$ cat config.mk
export PLATFORM = sky130hd
export DESIGN_NAME = adc_serial_responder
export DESIGN_NICKNAME = d
export VERILOG_FILES = /design/src/rtl/adc_serial_responder.sv
export SDC_FILE = /design/constraint.sdc
export NUM_CORES = 1
export LEC_CHECK = 0
export ABC_AREA = 0
export CORE_MARGIN = 2
export CORE_UTILIZATION = 53
export CTS_CLUSTER_DIAMETER = 200
export DETAILED_ROUTE_END_ITERATION = 16
export GPL_TIMING_DRIVEN = 1
export PLACE_DENSITY = 0.79
export SLEW_MARGIN = 20
export SYNTH_ARGS = -nofsm -noshare
export SYNTH_HDL_FRONTEND = slang
export SYNTH_SLANG_ARGS = --single-unit
$ cat constraint.sdc
create_clock -name clk -period 6.7 [get_ports clk]
set_clock_uncertainty 0.15 [all_clocks]
set_input_delay 1.675 -clock clk [delete_from_list [all_inputs] [get_ports clk]]
set_output_delay 1.675 -clock clk [all_outputs]
set_load 0.01 [all_outputs]
$ cat src/rtl/adc_serial_responder.sv
// Slave end of the 3-wire serial ADC link: presents a board-supplied sample to an
// external master as a 16-bit frame, with CS_n and SCLK treated as asynchronous inputs.
module adc_serial_responder #(
  parameter int DATA_W      = 12,
  parameter int LEAD_ZEROS  = 4,
  parameter int SYNC_STAGES = 2
) (
  input  logic              clk,
  input  logic              reset,
  input  logic [DATA_W-1:0] sample_in,
  input  logic              cs_n_in,
  input  logic              sclk_in,
  output logic              sdata_out,
  output logic              sdata_oe,
  output logic              busy,
  output logic              frame_done,
  output logic              frame_abort,
  output logic [7:0]        frame_count
);

  localparam int FRAME_LEN = LEAD_ZEROS + DATA_W;
  localparam int CNT_RAW   = $clog2(FRAME_LEN + 1);
  localparam int CNT_W     = (CNT_RAW < 5) ? 5 : CNT_RAW;

  typedef enum logic [1:0] {
    ST_IDLE  = 2'd0,
    ST_SHIFT = 2'd1,
    ST_DONE  = 2'd2
  } state_t;

  state_t                 r_state;
  logic [SYNC_STAGES-1:0] r_cs_sync;
  logic [SYNC_STAGES-1:0] r_sclk_sync;
  logic                   r_cs_hist;
  logic                   r_sclk_hist;
  logic [FRAME_LEN-1:0]   r_shift;
  logic [CNT_W-1:0]       r_bit_cnt;
  logic                   r_sdata_out;
  logic                   r_sdata_oe;
  logic                   r_busy;
  logic                   r_frame_done;
  logic                   r_frame_abort;
  logic [7:0]             r_frame_count;

  logic                   w_cs_last;
  logic                   w_sclk_last;
  logic                   w_cs_fall;
  logic                   w_cs_rise;
  logic                   w_sclk_fall;
  logic                   w_last_bit;
  logic [FRAME_LEN-1:0]   w_load_word;

  // Synchronizers and history flops idle high, so reset never produces a spurious edge.
  always_ff @(posedge clk) begin
    if (reset) begin
      r_cs_sync   <= '1;
      r_sclk_sync <= '1;
      r_cs_hist   <= 1'b1;
      r_sclk_hist <= 1'b1;
    end else begin
      for (int i = SYNC_STAGES - 1; i > 0; i--) begin
        r_cs_sync[i]   <= r_cs_sync[i-1];
        r_sclk_sync[i] <= r_sclk_sync[i-1];
      end
      r_cs_sync[0]   <= cs_n_in;
      r_sclk_sync[0] <= sclk_in;
      r_cs_hist      <= r_cs_sync[SYNC_STAGES-1];
      r_sclk_hist    <= r_sclk_sync[SYNC_STAGES-1];
    end
  end

  assign w_cs_last   = r_cs_sync[SYNC_STAGES-1];
  assign w_sclk_last = r_sclk_sync[SYNC_STAGES-1];
  assign w_cs_fall   = r_cs_hist & ~w_cs_last;
  assign w_cs_rise   = ~r_cs_hist & w_cs_last;
  assign w_sclk_fall = r_sclk_hist & ~w_sclk_last;
  assign w_last_bit  = (r_bit_cnt == CNT_W'(FRAME_LEN - 1));
  assign w_load_word = {{LEAD_ZEROS{1'b0}}, sample_in};

  // CS_n rise is tested before SCLK fall so an abort beats a simultaneous last edge.
  always_ff @(posedge clk) begin
    if (reset) begin
      r_state       <= ST_IDLE;
      r_shift       <= '0;
      r_bit_cnt     <= '0;
      r_sdata_out   <= 1'b0;
      r_sdata_oe    <= 1'b0;
      r_busy        <= 1'b0;
      r_frame_done  <= 1'b0;
      r_frame_abort <= 1'b0;
      r_frame_count <= 8'd0;
    end else begin
      r_frame_done  <= 1'b0;
      r_frame_abort <= 1'b0;
      case (r_state)
        ST_IDLE: begin
          if (w_cs_fall) begin
            r_shift     <= w_load_word;
            r_bit_cnt   <= '0;
            r_sdata_out <= w_load_word[FRAME_LEN-1];
            r_sdata_oe  <= 1'b1;
            r_busy      <= 1'b1;
            r_state     <= ST_SHIFT;
          end
        end
        ST_SHIFT: begin
          if (w_cs_rise) begin
            r_sdata_out   <= 1'b0;
            r_sdata_oe    <= 1'b0;
            r_busy        <= 1'b0;
            r_frame_abort <= 1'b1;
            r_state       <= ST_IDLE;
          end else if (w_sclk_fall) begin
            if (w_last_bit) begin
              r_bit_cnt     <= r_bit_cnt + 1'b1;
              r_sdata_out   <= 1'b0;
              r_sdata_oe    <= 1'b0;
              r_busy        <= 1'b0;
              r_frame_done  <= 1'b1;
              r_frame_count <= r_frame_count + 8'd1;
              r_state       <= ST_DONE;
            end else begin
              r_shift     <= {r_shift[FRAME_LEN-2:0], 1'b0};
              r_bit_cnt   <= r_bit_cnt + 1'b1;
              r_sdata_out <= r_shift[FRAME_LEN-2];
            end
          end
        end
        ST_DONE: begin
          if (w_cs_rise) begin
            r_state <= ST_IDLE;
          end
        end
        default: begin
          r_sdata_out <= 1'b0;
          r_sdata_oe  <= 1'b0;
          r_busy      <= 1'b0;
          r_state     <= ST_IDLE;
        end
      endcase
    end
  end

  assign sdata_out   = r_sdata_out;
  assign sdata_oe    = r_sdata_oe;
  assign busy        = r_busy;
  assign frame_done  = r_frame_done;
  assign frame_abort = r_frame_abort;
  assign frame_count = r_frame_count;

endmodule
Yosys cells after proc, flatten, opt, wreduce, memory -nomap -nowiden

Index checks and enable logic that the tools add are counted.

Register bits: 40
Output and inout bits: 13
Word-level logic and storage cells: 71

Add/sub/neg operators: 2
Eq/ne operators: 10
Mux-type cells: 27
Bitwise operators: 10
Reductions and logical operators: 10

Operators by type and width:

| kind                                                             | count |
|---|---|
| 15-bit 2-to-1 mux                                                | 4 |
| 15-bit case mux with 2 select lines                              | 1 |
| 4-bit AND reduction                                              | 4 |
| 5-bit 2-to-1 mux                                                 | 3 |
| 1-bit 2-to-1 mux                                                 | 10 |
| 2-bit 2-to-1 mux                                                 | 5 |
| 2-bit != test (second input constant)                            | 5 |
| 5-bit case mux with 2 select lines                               | 1 |
| 8-bit by 1-bit adder with 8-bit output (second input constant)   | 1 |
| 1-bit inverter                                                   | 7 |
| 3-bit != test (second input constant)                            | 2 |
| 1-bit case mux with 3 select lines                               | 2 |
| 2-bit case mux with 3 select lines                               | 1 |
| 5-bit by 1-bit adder with 5-bit output (second input constant)   | 1 |
| 5-bit by 4-bit == test with 1-bit output (second input constant) | 1 |
| 5-bit AND reduction                                              | 1 |
| 4-bit OR reduction                                               | 1 |
| 1-bit bitwise AND                                                | 3 |
| 3-bit AND reduction                                              | 1 |
| 2-bit by 1-bit == test with 1-bit output (second input constant) | 1 |
| 2-bit == test (second input constant)                            | 1 |
| 2-bit zero test                                                  | 1 |
| 2-bit nonzero test                                               | 1 |
| 2-bit OR reduction                                               | 1 |

Logic depth before layout (Yosys ltp)

Depth after elaboration: 5
Depth in mapped cells: 8
Depth with buffers taken out: 7

Worst setup path after synthesis

No wires, ideal clock.

Path kind: input to register
Start: input port reset
End: register r_bit_cnt[3]
Setup time: 0.132 ns
Data arrival time: 2.272 ns
Data required time: 6.418 ns
Path slack: 4.146 ns
Stages: 3
Cells stage by stage: clkbuf_1 -> clkbuf_1 -> o21ai_0

RTL lines:

| element              | line | RTL |
|---|---|---|
| start, declared      | 9    | `input logic reset,` |
| end signal, assigned | 115  | `r_bit_cnt <= r_bit_cnt + 1'b1;` |
| end signal, assigned | 124  | `r_bit_cnt <= r_bit_cnt + 1'b1;` |
| end, declared        | 37   | `logic [CNT_W-1:0] r_bit_cnt;` |

No word-level cell between the ends.

Worst setup path after layout

Start: register r_frame_count[2] (netlist: frame_count[2])
End: output port frame_count[2]

RTL lines:

| element                | line | RTL |
|---|---|---|
| start, declared        | 43   | `logic [7:0] r_frame_count;` |
| start signal, assigned | 120  | `r_frame_count <= r_frame_count + 8'd1;` |
| end, declared          | 18   | `output logic [7:0] frame_count` |

No word-level cell between the ends.

==> results.json <==
{
  "regArea_um2": 801,
  "grt_pass1_vias": 1432,
  "report.final.slew_viol_count": 0,
  "clockBufferDepth": 2,
  "grt_max_degree": 38,
  "hold_class": "reg -> reg",
  "postCtsSetupBuffers": 0,
  "drt_wl_total_mm": 3.74,
  "grt_first_pass_wirelength_mm": 6.20,
  "synth_area_leaders": "dfxtp_1 (45%), nand2_1 (6.0%), a311oi_1 (5.5%)",
  "hpwl_mm": 2.54,
  "required_ns": 4.88,
  "layout.nets": 241,
  "cts-resized-gates": 0,
  "synth_cell_types": 41,
  "fin_util": 0.678,
  "portBuffers": 28,
  "cpMaxStageDelayCell": "clkdlybuf4s50_1",
  "p_leak_nw": 0.730,
  "syn_nets": 219,
  "die_w_um": 61.7,
  "layout-drive-gt1-share": 0.0987,
  "cts-root-buf": "clkbuf_4",
  "cts_buffers": 5,
  "grt-ovfl-total": 0,
  "status": "complete, no violations",
  "drv_cap": 0,
  "netlist_area_um2": 1760,
  "yosysSeqAreaShare": 0.454,
  "pwr_density_cell_nw_per_um2": 195,
  "grt_usage": 0.221,
  "cts_tree": "built",
  "syn_avg_cell_area_um2": 8.82,
  "worstSkewPairLatency_ns": 0.35,
  "firstDrtPassIters": 4,
  "path_max_fanout": 5,
  "endpoint_kind": "primary output",
  "crit_buf_inv": 1,
  "initial_utilization": 0.569,
  "cts.sinks": 40,
  "startpoint_type": "register",
  "cts_hold_buf": 0,
  "synthArstFlopShare": 0,
  "fmax_mhz": 315,
  "die_h_um": 61.7,
  "setup_violations": 0,
  "wl_per_cell_um": 14.0,
  "routed-via-count": 1539,
  "syn_inst": 200,
  "antenna_found_initial": 0,
  "drt_iter0_drc": 107,
  "die_area_um2": 3810,
  "relSlewSlack": 0.351,
  "fill_cells": 290,
  "synth_top_area_frac": 0.454,
  "ir_drop_mv": 0.116,
  "p_total_mw": 0.411,
  "row_count": 20,
  "path_cells": "clkdlybuf4s50_1",
  "rsz0062_at_grt": "false",
  "num_antenna_cells": 0,
  "critPathArrivalTime_ns": 1.35,
  "coreArea_um2": 3100,
  "htreeDepth": 2,
  "tightestPinTransition_ns": 0.972,
  "ys_ff_latch": 40,
  "cts.clk_slew.worst_paths_ns": 0.11,
  "synth_top_area_cell": "dfxtp_1",
  "multi_input_area_um2": 878,
  "max_stage_delay_ns": 0.57,
  "synth_edf_count": 0,
  "drtAntennaViolNets": 0,
  "yosys_warnings": 0,
  "ys.flop_type": "dfxtp_1",
  "worstSetupPathType": "reg -> out",
  "io_pins": 29,
  "syn_to_final_growth_pct": 19.2,
  "fin_setup_tns_ns": 0,
  "hold_viol_final": 0,
  "gp_congestion": 0.767,
  "viasPerCell": 5.76,
  "fin_crit_sh": 0.474,
  "min_period_ns": 3.18,
  "path_delay_family": "buffers and inverters",
  "remaining_drc_errors": 0
}
Yosys cell counts, types with 3 or more instances:
library cell	instances
inv_1	3
ha_1	3
a311oi_1	11
o21ai_0	6
nand3_1	7
xnor2_1	3
nor3_1	9
nand2_1	28
o31ai_1	3
or2_2	6
dfxtp_1	40
nor4_1	3
clkbuf_1	9
nand3b_1	3
nor2_1	21
a21oi_1	9
cells by family (layout without fill, tap and decap cells):
| logic type | Yosys count | count (layout) | share of synthesized area |
|---|---|---|---|
| flops | 40 | 40 | 0.454 |
| fa+ha+maj | 3 | 3 | 0.0213 |
| simple gates | 95 | 95 | 0.284 |
| xor+xnor | 3 | 3 | 0.0149 |
| buf+inv | 18 | 41 | 0.0482 |
| compound gates | 39 | 39 | 0.167 |
| mux | 2 | 2 | 0.0113 |
metal layers:
metal	vias up	wire, µm	GRT usage
li1	764	-	-
met1	727	1660	0.277
met2	39	1840	0.370
met3	9	166	0.0455
met4	0	69	0.0912
met5	-	0	0
sequential cells by signal, summed over array words and instances (netlist names):
name / flops
r_state: 2
sdata_out: 1
r_shift: 15
r_cs_sync: 2
r_sclk_sync: 2
frame_abort: 1
frame_count: 8
r_cs_hist: 1
r_bit_cnt: 5
busy: 1
r_sclk_hist: 1
frame_done: 1
metrics by stage:
step                      worst slack [ns]  cell area [µm²]  hold WS [ns]  cells
after floorplan                       4.15             1760         0.239    200
after global placement                3.62             2030         0.244    258
after detailed placement              3.60             2030         0.248    258
after CTS                             3.52             2090         0.279    266
after global routing                  3.48             2100         0.288    267
final                                 3.52             2100         0.273    267
path summary, 6_finish.rpt:
check | end | slack, ns | cells after the start | from
worst max-delay path | frame_count[2] | 3.52 | 1 | frame_count[2]$_SDFFE_PP0P_
worst min-delay path | r_cs_sync[1]$_SDFF_PP1_ | 0.27 | 1 | r_cs_sync[0]$_SDFF_PP1_
worst max register to register | frame_count[4]$_SDFFE_PP0P_ | 3.97 | 4 | r_state[0]$_SDFFE_PP0P_
worst min register to register | r_cs_sync[1]$_SDFF_PP1_ | 0.27 | 1 | r_cs_sync[0]$_SDFF_PP1_
layout by cell type (no fill, tap or decap), drive strengths merged, types with 2 or more instances in the layout:
| master | synthesis | layout |
|---|---|---|
| dfxtp | 40 | 40 |
| or4 | 3 | 3 |
| nand3b | 3 | 3 |
| o211ai | 2 | 2 |
| a31oi | 2 | 2 |
| xnor2 | 3 | 3 |
| o21ai | 6 | 6 |
| or2 | 6 | 6 |
| a41o | 2 | 2 |
| o31ai | 3 | 3 |
| nand2b | 2 | 2 |
| clkdlybuf4s50 | 0 | 28 |
| ha | 3 | 3 |
| nand4 | 2 | 2 |
| buf | 6 | 2 |
| mux2i | 2 | 2 |
| nand3 | 7 | 7 |
| or3 | 2 | 2 |
| nor2 | 21 | 21 |
| a311oi | 11 | 11 |
| clkbuf | 9 | 8 |
| nor4 | 3 | 3 |
| nor3 | 9 | 9 |
| a21oi | 9 | 9 |
| nand2 | 28 | 28 |
| nor2b | 3 | 3 |
| inv | 3 | 3 |
area by class of cell:
type / instances / share of cell area
multi-input cells: 142 / 0.418
clock buffers: 8 / 0.0280
inverters: 3 / 0.00535
repair buffers: 30 / 0.142
well taps: 44 / 0.0262
flip-flops and latches: 40 / 0.381
report_power, final:
| group | total (mW) | switching [mW] | internal [mW] |
|---|---|---|---|
| clock network | 0.125 | 0.0732 | 0.0518 |
| registers | 0.249 | 0.00437 | 0.244 |
| logic | 0.0372 | 0.0190 | 0.0183 |
| total | 0.411 | 0.0966 | 0.314 |
Note: power is estimated with default switching activity, not from simulation.
